<file path="config.mk">
export PLATFORM = sky130hd
export DESIGN_NAME = kick_bank_selector
export DESIGN_NICKNAME = d
export VERILOG_FILES = /design/src/rtl/kick_sel_pkg.sv /design/src/rtl/kick_hold_timer.sv /design/src/rtl/kick_bank_selector.sv
export SDC_FILE = /design/constraint.sdc
export NUM_CORES = 1
export LEC_CHECK = 0
export CORE_ASPECT_RATIO = 1.25
export CORE_UTILIZATION = 50
export DETAILED_ROUTE_END_ITERATION = 7
export PLACE_DENSITY = 0.69
export SLEW_MARGIN = 10
export SYNTH_ARGS = -nofsm -noshare
export SYNTH_HDL_FRONTEND = slang
export SYNTH_SLANG_ARGS = --single-unit
</file>
<file path="constraint.sdc">
create_clock -name E_CLK -period 5.4 [get_ports E_CLK]
set_clock_uncertainty 0.1 [all_clocks]
set_input_delay 0.54 -clock E_CLK [delete_from_list [all_inputs] [get_ports E_CLK]]
set_output_delay 0.54 -clock E_CLK [all_outputs]
set_load 0.03 [all_outputs]
</file>
<file path="src/rtl/kick_sel_pkg.sv">
// Shared types and the bank advance rule for the Kickstart bank selector.
package kick_sel_pkg;

  localparam int SRC_MB = 0;

  typedef enum logic {ARM, STEP} kick_state_e;

  function automatic int src_w(input int nb);
    return $clog2(nb + 1);
  endfunction

  // Smallest enabled source above src, wrapping to the motherboard.
  // Widths are sized for the largest supported bank count.
  function automatic logic [3:0] next_src(input int nb, input logic [3:0] src,
                                          input logic [7:0] en);
    logic [3:0] res;
    logic       found;
    res   = 4'(SRC_MB);
    found = 1'b0;
    for (int k = 1; k <= 8; k++) begin
      if (k <= nb && !found && 4'(k) > src && en[3'(k - 1)]) begin
        res   = 4'(k);
        found = 1'b1;
      end
    end
    return res;
  endfunction

endpackage

</file>
<file path="src/rtl/kick_hold_timer.sv">
// Hold-duration counter: terminal count at 2^CNT_W-1 (arm) or 2^STEP_W-1 (step).
module kick_hold_timer #(
  parameter int CNT_W  = 20,
  parameter int STEP_W = 19
) (
  input  logic E_CLK,
  input  logic RESET_n,
  input  logic sel_step,
  output logic tc
);
  localparam int CW = (CNT_W > STEP_W) ? CNT_W : STEP_W;
  localparam logic [CW-1:0] TC_ARM  = CW'((64'd1 << CNT_W) - 64'd1);
  localparam logic [CW-1:0] TC_STEP = CW'((64'd1 << STEP_W) - 64'd1);

  logic [CW-1:0] cnt_q, cnt_d;

  always_comb begin
    tc    = (cnt_q == (sel_step ? TC_STEP : TC_ARM));
    cnt_d = tc ? '0 : cnt_q + 1'b1;
  end

  always_ff @(posedge E_CLK or posedge RESET_n) begin
    if (RESET_n) cnt_q <= '0;
    else         cnt_q <= cnt_d;
  end
endmodule

</file>
<file path="src/rtl/kick_bank_selector.sv">
// Steps the Kickstart source (motherboard / flash banks) while reset is held.
// Optional step LED enabled by defining KICK_BANK_LED_EN.
module kick_bank_selector
  import kick_sel_pkg::*;
#(
  parameter int NUM_BANKS = 2,
  parameter int CNT_W     = 20,
  parameter int STEP_W    = 19
) (
  input  logic                                        E_CLK,
  input  logic                                        RESET_n,
  input  logic [NUM_BANKS-1:0]                        BANK_EN,
  output logic                                        USE_MB,
  output logic [((NUM_BANKS > 1) ? $clog2(NUM_BANKS) : 1)-1:0] BANK_SEL,
  output logic                                        STEP_PULSE,
  output logic                                        LED_n
);
  localparam int SW  = src_w(NUM_BANKS);
  localparam int BSW = (NUM_BANKS > 1) ? $clog2(NUM_BANKS) : 1;

  kick_state_e   state_q, state_d;
  logic [SW-1:0] src_q = '0;
  logic [SW-1:0] src_d;
  logic          step_pulse_q, step_pulse_d;
  logic          tc, adv;
  logic [7:0]    en_ext;
  logic [3:0]    src_ext;
  logic [2:0]    idx;

  kick_hold_timer #(.CNT_W(CNT_W), .STEP_W(STEP_W)) u_timer (
    .E_CLK    (E_CLK),
    .RESET_n  (RESET_n),
    .sel_step (state_q == STEP),
    .tc       (tc)
  );

  // Gating with RESET_n keeps a release on the terminal edge from advancing.
  always_comb begin
    adv          = tc & ~RESET_n;
    en_ext       = 8'(BANK_EN);
    src_ext      = 4'(src_q);
    idx          = 3'(src_ext - 4'd1);
    src_d        = adv ? SW'(next_src(NUM_BANKS, src_ext, en_ext)) : src_q;
    step_pulse_d = adv;
    state_d      = state_q;
    if (state_q == ARM && adv) state_d = STEP;
    USE_MB       = (src_q == SW'(SRC_MB)) || !en_ext[idx];
    BANK_SEL     = USE_MB ? '0 : BSW'(idx);
  end

  // Selection survives resets; only the hold logic is cleared.
  always_ff @(posedge E_CLK) src_q <= src_d;

  always_ff @(posedge E_CLK or posedge RESET_n) begin
    if (RESET_n) begin
      state_q      <= ARM;
      step_pulse_q <= 1'b0;
    end else begin
      state_q      <= state_d;
      step_pulse_q <= step_pulse_d;
    end
  end

  assign STEP_PULSE = step_pulse_q;

`ifdef KICK_BANK_LED_EN
  localparam int LW = STEP_W - 1;
  localparam logic [LW-1:0] LED_LOAD = LW'(64'd1 << (STEP_W - 2));

  logic [LW-1:0] led_cnt_q, led_cnt_d;

  always_comb begin
    led_cnt_d = led_cnt_q;
    if (adv)                  led_cnt_d = LED_LOAD;
    else if (led_cnt_q != '0) led_cnt_d = led_cnt_q - 1'b1;
  end

  always_ff @(posedge E_CLK or posedge RESET_n) begin
    if (RESET_n) led_cnt_q <= '0;
    else         led_cnt_q <= led_cnt_d;
  end

  assign LED_n = !((led_cnt_q != '0) || (RESET_n && src_q != SW'(SRC_MB)));
`else
  assign LED_n = 1'b1;
`endif

endmodule

</file>
[After elaboration in Yosys (flattened, before gate mapping)]
Index checks and enable logic that the tools add are counted.
Word-level totals
  register bits: 24
  input port bits: 4
  word-level logic and storage cells: 28
Operators by class
  add/subtract/negate cells: 2
  magnitude comparators: 3
  equality and inequality tests: 1
  mux-type cells: 7
  bitwise operators: 3
  reductions and logical operators: 8
Operators with widths (count)
  20-bit 2-to-1 mux: 2
  20-bit by 1-bit adder with 20-bit output, second input constant: 1
  20-bit == test: 1
  1-bit logical AND: 4
  3-bit by 4-bit < comparator with 1-bit output, second input constant: 1
  1-bit 2-to-1 mux: 4
  1-bit binary-select mux with 3-bit select: 1
  2-bit by 1-bit subtractor with 3-bit output, second input constant: 1
  1-bit by 2-bit > comparator with 1-bit output, first input constant: 1
  2-bit > comparator, first input constant: 1
  1-bit logical NOT: 2
  2-bit logical NOT: 1
  1-bit inverter: 2
  1-bit bitwise AND: 1
  1-bit logical OR: 1

[Longest topological paths before layout]
  depth in word-level cells: 6
  depth in mapped cells: 6
  mapped depth without buffers: 5

[Modules after synthesis]
A second synthesis with hierarchy kept.
Unflattened totals
  cell total of the unflattened synthesis: 107
  area, all modules: 1164.9 µm²
By module, submodules not included
  kick_hold_timer: instances 1, cells each 89, area an instance 939.7 µm², sequential area each 500.5 µm²
  kick_bank_selector: instances 1, cells each 18, area an instance 225.2 µm², sequential area each 110.1 µm²

[Least setup slack after synthesis]
OpenSTA, ideal clock, no wires.
  kind: register to output
  start point: register src_q[0]
  end point: output BANK_SEL
  arrival: 1463 ps
  required time: 4760 ps
  slack: 3297 ps
  cell stages (with the launch flop): 5
  buffers on the path: 0
  cells stage by stage: edfxtp_1 > inv_1 > ha_1 > nand3b_1 > nor2_1
On the way
  longest elaborated chain between the ends: 6
  elaborated cells on any way between the ends: 7
  those cells by class: add/sub: 1; mux: 3; reduce/logical: 3
Ends and longest elaborated chain
  from (decl): RTL line kick_bank_selector.sv:22  | logic [SW-1:0] src_q = '0;
  from (signal assigned): RTL line kick_bank_selector.sv:52  | always_ff @(posedge E_CLK) src_q <= src_d;
  2-bit by 1-bit subtractor with 3-bit output: RTL line kick_bank_selector.sv:42  | idx = 3'(src_ext - 4'd1);
  1-bit binary-select mux with 3-bit select: RTL line kick_bank_selector.sv:47  | USE_MB = (src_q == SW'(SRC_MB)) || !en_ext[idx];
  1-bit 2-to-1 mux (not written as such): RTL line kick_bank_selector.sv:47
  1-bit logical NOT: RTL line kick_bank_selector.sv:47
  1-bit logical OR *: RTL line kick_bank_selector.sv:47
  named net USE_MB: RTL line kick_bank_selector.sv:13  | output logic USE_MB,
  1-bit 2-to-1 mux *: RTL line kick_bank_selector.sv:48  | BANK_SEL = USE_MB ? '0 : BSW'(idx);
  to (decl): RTL line kick_bank_selector.sv:14  | output logic [((NUM_BANKS > 1) ? $clog2(NUM_BANKS) : 1)-1:0] BANK_SEL,
The timed path passes the listed nets; every way through them passes the cells marked *. The select of a mux whose other input is x is not followed.

[Worst setup path after layout]
  start point: input BANK_EN[0]
  end point: output BANK_SEL
On the way
  longest elaborated chain between the ends: 5
Ends and longest elaborated chain
  from (decl): RTL line kick_bank_selector.sv:12  | input logic [NUM_BANKS-1:0] BANK_EN,
  1-bit binary-select mux with 3-bit select: RTL line kick_bank_selector.sv:47
  1-bit 2-to-1 mux (not written as such): RTL line kick_bank_selector.sv:47
  1-bit logical NOT: RTL line kick_bank_selector.sv:47
  1-bit logical OR: RTL line kick_bank_selector.sv:47
  1-bit 2-to-1 mux: RTL line kick_bank_selector.sv:48
Every way passes these cells. The select of a mux whose other input is x is not followed.

==> flow_metrics.env <==
export IMPL_outcome="complete, no violations"
export IMPL_initial_util=0.5398
export IMPL_antenna_violations_before_repair=0
export IMPL_worst_hold_slack_ns=0.3789
export IMPL_finalWirelength_um=2034
export IMPL_die_area_mm2=0.002614
export IMPL_finalPower_w=0.0002836
export IMPL_synth_largest_type_area_fraction=0.4564
export IMPL_synthDistinctLibCells=35
export IMPL_drc=0
export IMPL_power_per_cell_area_mw_per_mm2=215.7
export IMPL_cts_setup_buffers=0
export IMPL_worstSetupEndpointType="output port"
export IMPL_worst_r2r_setup_slack_ns=3.38
export IMPL_min_path_cells=1
export IMPL_worst_slew_pin_slew_ns=0.8116
export IMPL_route_vias_total=834
export IMPL_cpMostUsedCell="clkdlybuf4s50_1"
export IMPL_drtPass1Iterations=6
export IMPL_cpMaxStageDelayCell="clkdlybuf4s50_1"
export IMPL_worst_ep_arrival_time_ns=2.02
export IMPL_grt_start_max_net_pins=23
export IMPL_cts_reportedPaths_clkPinSlew_ns=0.13
export IMPL_post_route_cells_drive_above_1_share=0.09244
export IMPL_grt_total_usage=0.1836
export IMPL_core_area_mm2=0.002235
export IMPL_synth_net_count=119
export IMPL_avgRoutedWirePerCell_um=13.56
export IMPL_post_cts_resized_instances=0
export IMPL_gp_congestion=0.7355
export IMPL_critPathKind="primary input to output port"
export IMPL_cts_root_buf="clkbuf_4"
export IMPL_max_vdd_ir_drop_v=0.0001790
export IMPL_synth_area_top_cells="dfrtp_1 46%, xnor2_1 8.7%, edfxtp_1 5.0%"
export IMPL_die_x_um=45.93
export IMPL_grt_pass1_vias=830
export IMPL_cts_hold_buffers_added=0
export IMPL_clk_path_buf_depth=2
export IMPL_nets=127
export IMPL_clock_tree_from_tritoncts="done"
export IMPL_post_synth_instance_area_mm2=0.001206
export IMPL_worstSkewPairLatency_ns=0.31
export IMPL_tritoncts_num_buffers=3
export IMPL_worst_slew_margin_rel=0.4583
export IMPL_worst_ep_required_time_ns=4.76
export IMPL_placement_io_buffers=6
export IMPL_layout_worst_path_cycle_share=0.4922
export IMPL_biggest_cell_delay_along_the_critical_path_ns=0.67
export IMPL_ys_seq_elements=24
export IMPL_ant_nets=0
export IMPL_syn_avg_cell_area_um2=10.77
export IMPL_route_detailed_vias_per_inst=5.560
export IMPL_static_leakage_power_nw=0.5542
export IMPL_post_route_util=0.5885
export IMPL_grt_pass1_wl_um=3505
export IMPL_h_tree_level_count=1
export IMPL_row_count=19
export IMPL_crit_reg2reg_launch="u_timer.cnt_q[0]"
export IMPL_tns_setup_ns=0
export IMPL_fillers=215
export IMPL_seq_area_frac_synth=0.5062
export IMPL_top_level_i_o_count=8
export IMPL_timing_final_max_slew_violations=0
export IMPL_timing_hold_violations_final=0
export IMPL_cp_cell_sequence="clkdlybuf4s50_1, mux2_2, nand3b_1, nor2_1, clkdlybuf4s50_1"
export IMPL_path_max_fanout=2
export IMPL_floorplan_die_height_um=56.92
export IMPL_ys_warn_count=0
export IMPL_synthDominantAreaCellType="dfrtp_1"
export IMPL_maxClockFrequency_mhz=376.3
export IMPL_synthesis_instances=112
export IMPL_hold_path_endpoint="u_timer.cnt_q[0]"
export IMPL_grt_ovfl_total=0
export IMPL_detailed_place_hpwl_um=1472
export IMPL_r2r_end="src_q[0]"
export IMPL_finalSetupViolCount=0
export IMPL_grt_setup_unrepaired="no"
export IMPL_drv_max_cap_violation_count=0
export IMPL_final_antenna_diode_count=0
export IMPL_critical_hold_path_startpoint="u_timer.cnt_q[0]"
export IMPL_worst_r2r_cell_count=4
export IMPL_post_route_min_period_ns=2.658
export IMPL_layout_area_overhead_vs_synth_pct=9.025
export IMPL_drt_initial_drc_count=8
export IMPL_worstSetupStartpointType="primary input"
export IMPL_worst_hold_path_type="flip-flop to flip-flop"
export IMPL_clkSinkCount=24
==> layer usage <==
metal  part of all wire  track usage  up-vias
li1                   -            -      406
met2               0.50       0.3219       20
met1               0.45       0.2246      404
met5                  0            0        -
met4              0.014      0.05042        0
met3              0.035      0.02894        4
==> sequential cells by signal (all words and copies together) (netlist names) <==
name           count
STEP_PULSE         1
src_q              2
state_q            1
u_timer.cnt_q     20
==> metrics by stage <==
step	setup WS, ns	cell area (µm²)	cells
floorplan	3.297	1206	112
global placement	2.780	1279	146
detailed placement	2.735	1279	146
CTS	2.734	1315	150
global route	2.672	1315	150
finish	2.742	1315	150
==> worst max-delay path: cells and delay by family <==
| family | cells | cell delay, ns |
|---|---|---|
| simple gates | 2 | 0.18 |
| mux | 1 | 0.15 |
| buf+inv | 2 | 1.14 |
==> cell families (layout without fill, tap and decap cells) <==
family	Yosys count	after routing	share of synthesized area
AND/OR/NAND/NOR	53	53	0.2573
multiplexers	1	1	0.009335
XOR/XNOR	16	16	0.1162
buffers and inverters	6	13	0.03112
flip-flops	24	24	0.5062
adder cells (fa/ha/maj)	3	3	0.03112
AO/OA/AOI/OAI	8	8	0.04564
other	1	1	0.003109
==> worst max path at each step <==
stage	endpoint	from	slack [ns]	cells after the start
floorplan	BANK_SEL	src_q[0]	3.30	4
global placement	BANK_SEL	BANK_EN[1]	2.78	5
detailed placement	BANK_SEL	BANK_EN[0]	2.74	5
CTS	BANK_SEL	BANK_EN[0]	2.73	5
global route	BANK_SEL	BANK_EN[1]	2.67	5
finish	BANK_SEL	BANK_EN[0]	2.74	5
==> where the power goes <==
group          leakage, nW  switching [W]  internal, W
clock               0.0210      0.0000514    0.0000412
combinational        0.224     0.00000568   0.00000317
sequential           0.309    0.000000224     0.000182
==> Yosys cell counts, drive strengths merged <==
master	instances
a21oi	4
a41o	1
a41oi	1
and2	4
and3	3
and4	3
buf	3
conb	1
dfrtp	22
edfxtp	2
ha	3
inv	3
mux2	1
nand2	8
nand3	7
nand3b	1
nand4	6
nor2	10
nor2b	1
nor3	4
nor4	3
nor4b	1
o21ai	1
o21bai	1
or2	1
or3	1
xnor2	12
xor2	4
==> cell usage in the layout, fill, tap and decap left out, types with 2 or more instances in the layout <==
cell type and instances:
a21oi_1 3, ha_1 3, clkbuf_4 3, nand4_1 6
and3_1 2, and4_1 3, nand3_1 7, nor4_1 2
dfrtp_1 22, nand2_1 7, xor2_1 4, and2_1 4
xnor2_1 12, nor3_1 2, inv_1 3, edfxtp_1 2
clkdlybuf4s50_1 6, nor2_1 10
==> layout make-up <==
type	instances	area, µm²	area share
clock buffer	4	36.28	0.02759
inverter	3	11.26	0.008563
multi-input combinational	82	558.0	0.4244
sequential	24	610.6	0.4643
tap	31	38.79	0.02950
timing repair buffer	6	60.06	0.04567
No activity file was read; power rests on OpenSTA's default activity.
==> edit, RTL diff (config.mk and constraints unchanged) <==
Register the input `BANK_EN` before use, without a reset. The logic sees it one clock later.
--- a/src/rtl/kick_bank_selector.sv
+++ b/src/rtl/kick_bank_selector.sv
@@ -18,6 +18,12 @@
   localparam int SW  = src_w(NUM_BANKS);
   localparam int BSW = (NUM_BANKS > 1) ? $clog2(NUM_BANKS) : 1;
 
+  logic [NUM_BANKS-1:0] BANK_EN_q;
+
+  always_ff @(posedge E_CLK) begin
+    BANK_EN_q <= BANK_EN;
+  end
+
   kick_state_e   state_q, state_d;
   logic [SW-1:0] src_q = '0;
   logic [SW-1:0] src_d;
@@ -37,7 +43,7 @@
   // Gating with RESET_n keeps a release on the terminal edge from advancing.
   always_comb begin
     adv          = tc & ~RESET_n;
-    en_ext       = 8'(BANK_EN);
+    en_ext       = 8'(BANK_EN_q);
     src_ext      = 4'(src_q);
     idx          = 3'(src_ext - 4'd1);
     src_d        = adv ? SW'(next_src(NUM_BANKS, src_ext, en_ext)) : src_q;
Behaviour: same outputs for any inputs over 10 cycles, from zero or initial values and one cycle with RESET_n high; that may be too few to reach the edited logic, so the function may still have changed.
==> edit against the unedited design <==
- worst hold slack improved by 4.1 ps
- cell area increased by 2.3%
- combinational power decreased by 2.8%
- setup slack improved by 84 ps
- wire length decreased by 0.59%
- synthesized area increased by 3.3%
- via count increased by 1.4%
- sequential cell count increased by 2
- total power increased by 1.0%
- critical endpoint unchanged
==> edit: results (changes against the unedited design) <==
[final_layout]
drive_gt1_frac=0.0826  ; was 0.0924
nets=129  ; was 127
top_regs=u_timer.cnt_q: 20 flops, BANK_EN_q: 2 flops, src_q: 2 flops  ; was u_timer.cnt_q: 20 flops, src_q: 2 flops

[critical_path]
rr_startpoint=u_timer.cnt_q[0]$_DFF_PP0_  ; unchanged
arrival_ps=1930  ; was 2020 ps
worstPathMaxFanout=3  ; was 2
max_stage_delay_ps=680
regToRegSetupSlack_ps=3350  ; was 3380 ps

[place]
port_buffers=6  ; unchanged
gp_congestion=0.765  ; was 0.736
post-dp-hpwl_um=1430  ; was 1470 um

[timing]
worst_slew_pin_slew_ps=816  ; was 812 ps

[grt]
grt_util_met3=0.0280  ; was 0.0289
grt_max_degree=23  ; unchanged
grt_pass1_wl_um=3540  ; was 3510 um
met2_usage=0.286  ; was 0.322
antenna_found_initial=0  ; unchanged
first_global_vias=844  ; was 830
globalRouteMet1Util=0.239  ; was 0.225
grt_usage=0.182  ; was 0.184

[synthesis]
seq_area_frac_synth=0.522  ; was 0.506
synthArstFlopShare=0.846  ; was 0.917
synthTopCellsByArea=dfrtp_1 (44%), xnor2_1 (8.4%), edfxtp_1 (4.8%), dfxtp_1 (3.2%), ha_1 (3.0%)  ; was dfrtp_1 (46%), xnor2_1 (8.7%), edfxtp_1 (5.0%), ha_1 (3.1%), nand4_1 (3.1%)
ys_types=36  ; was 35
synth_nets=121  ; was 119
yosys-top-cells-count=dfrtp_1 (22), xnor2_1 (12), nor2_1 (10)  ; unchanged

[cts]
clock_path_buffers=2  ; unchanged
cts_setup_buffers=0  ; unchanged

[power]
irDropWorstVdd_v=0.000150  ; was 0.000179 V
p_switching_mw=0.0588  ; was 0.0573 mW
p_leak_nw=0.565  ; was 0.554 nW

[detailed_routing]
drtPass1Iterations=4  ; was 6
drt-initial-drc-count=25  ; was 8
vias=846  ; was 834
wl_per_cell_um=13.3  ; was 13.6 um

[outcome]
status=finished clean  ; unchanged

[worst_hold_path]
holdPathEnd=u_timer.cnt_q[0]$_DFF_PP0_  ; unchanged
worstHoldStart=u_timer.cnt_q[0]$_DFF_PP0_  ; unchanged

==> edit: kinds of logic after synthesis <==
kind of cell,after synthesis,synth area share
fa+ha+maj,3,0.0301
simple gates,53,0.249
mux,1,0.00904
flops,26,0.522
xor+xnor,16,0.112
other cells,1,0.00301
buf+inv,6,0.0301
compound gates,8,0.0442
==> edit: worst max path at each step <==
stage	from	to	slack (ps)	cells after the start
2_1_floorplan	src_q[0]$_SDFFCE_PP0P_	BANK_SEL	3300	4
3_3_place_gp	src_q[0]$_SDFFCE_PP0P_	BANK_SEL	3220	5
3_5_place_dp	src_q[0]$_SDFFCE_PP0P_	BANK_SEL	3170	5
4_1_cts	src_q[0]$_SDFFCE_PP0P_	BANK_SEL	2790	5
5_1_grt	src_q[0]$_SDFFCE_PP0P_	BANK_SEL	2710	5
6_report	src_q[0]$_SDFFCE_PP0P_	BANK_SEL	2830	5
==> edit: per-layer routing <==
metal  vias up  share of wire
met4         0         0.0084
li1        410              -
met3         2          0.041
met2        22           0.51
met1       412           0.44
met5         -              0
==> edit: stage by stage <==
step | setup slack, ps | hold slack [ps] | std cells | area [um2] | total power, mW
after floorplan | 3300 | 346 | 114 | 1250 | 0.207
after global placement | 3220 | 360 | 148 | 1320 | 0.211
after detailed placement | 3170 | 369 | 148 | 1320 | 0.211
after CTS | 2790 | 387 | 152 | 1350 | 0.292
after global routing | 2710 | 402 | 152 | 1350 | 0.301
final | 2830 | 383 | 152 | 1350 | 0.287
==> edit: final cells by class <==
| type | count | area [um2] |
|---|---|---|
| sequential | 26 | 651 |
| inverter | 3 | 11.3 |
| fill | 200 | 937 |
| clock buffer | 3 | 22.5 |
| timing repair buffer | 6 | 60.1 |
| multi-input combinational | 82 | 558 |
| tap | 31 | 38.8 |
| clock inverter | 1 | 3.75 |
==> edit: power by group through the flow <==
stage	Sequential [mW]	Combinational, mW	Clock [mW]
2_1_floorplan	0.202	0.00565	0
3_3_place_gp	0.202	0.00866	0
3_5_place_dp	0.202	0.00890	0
4_1_cts	0.198	0.00894	0.0848
5_1_grt	0.198	0.00976	0.0933
6_report	0.198	0.00860	0.0798
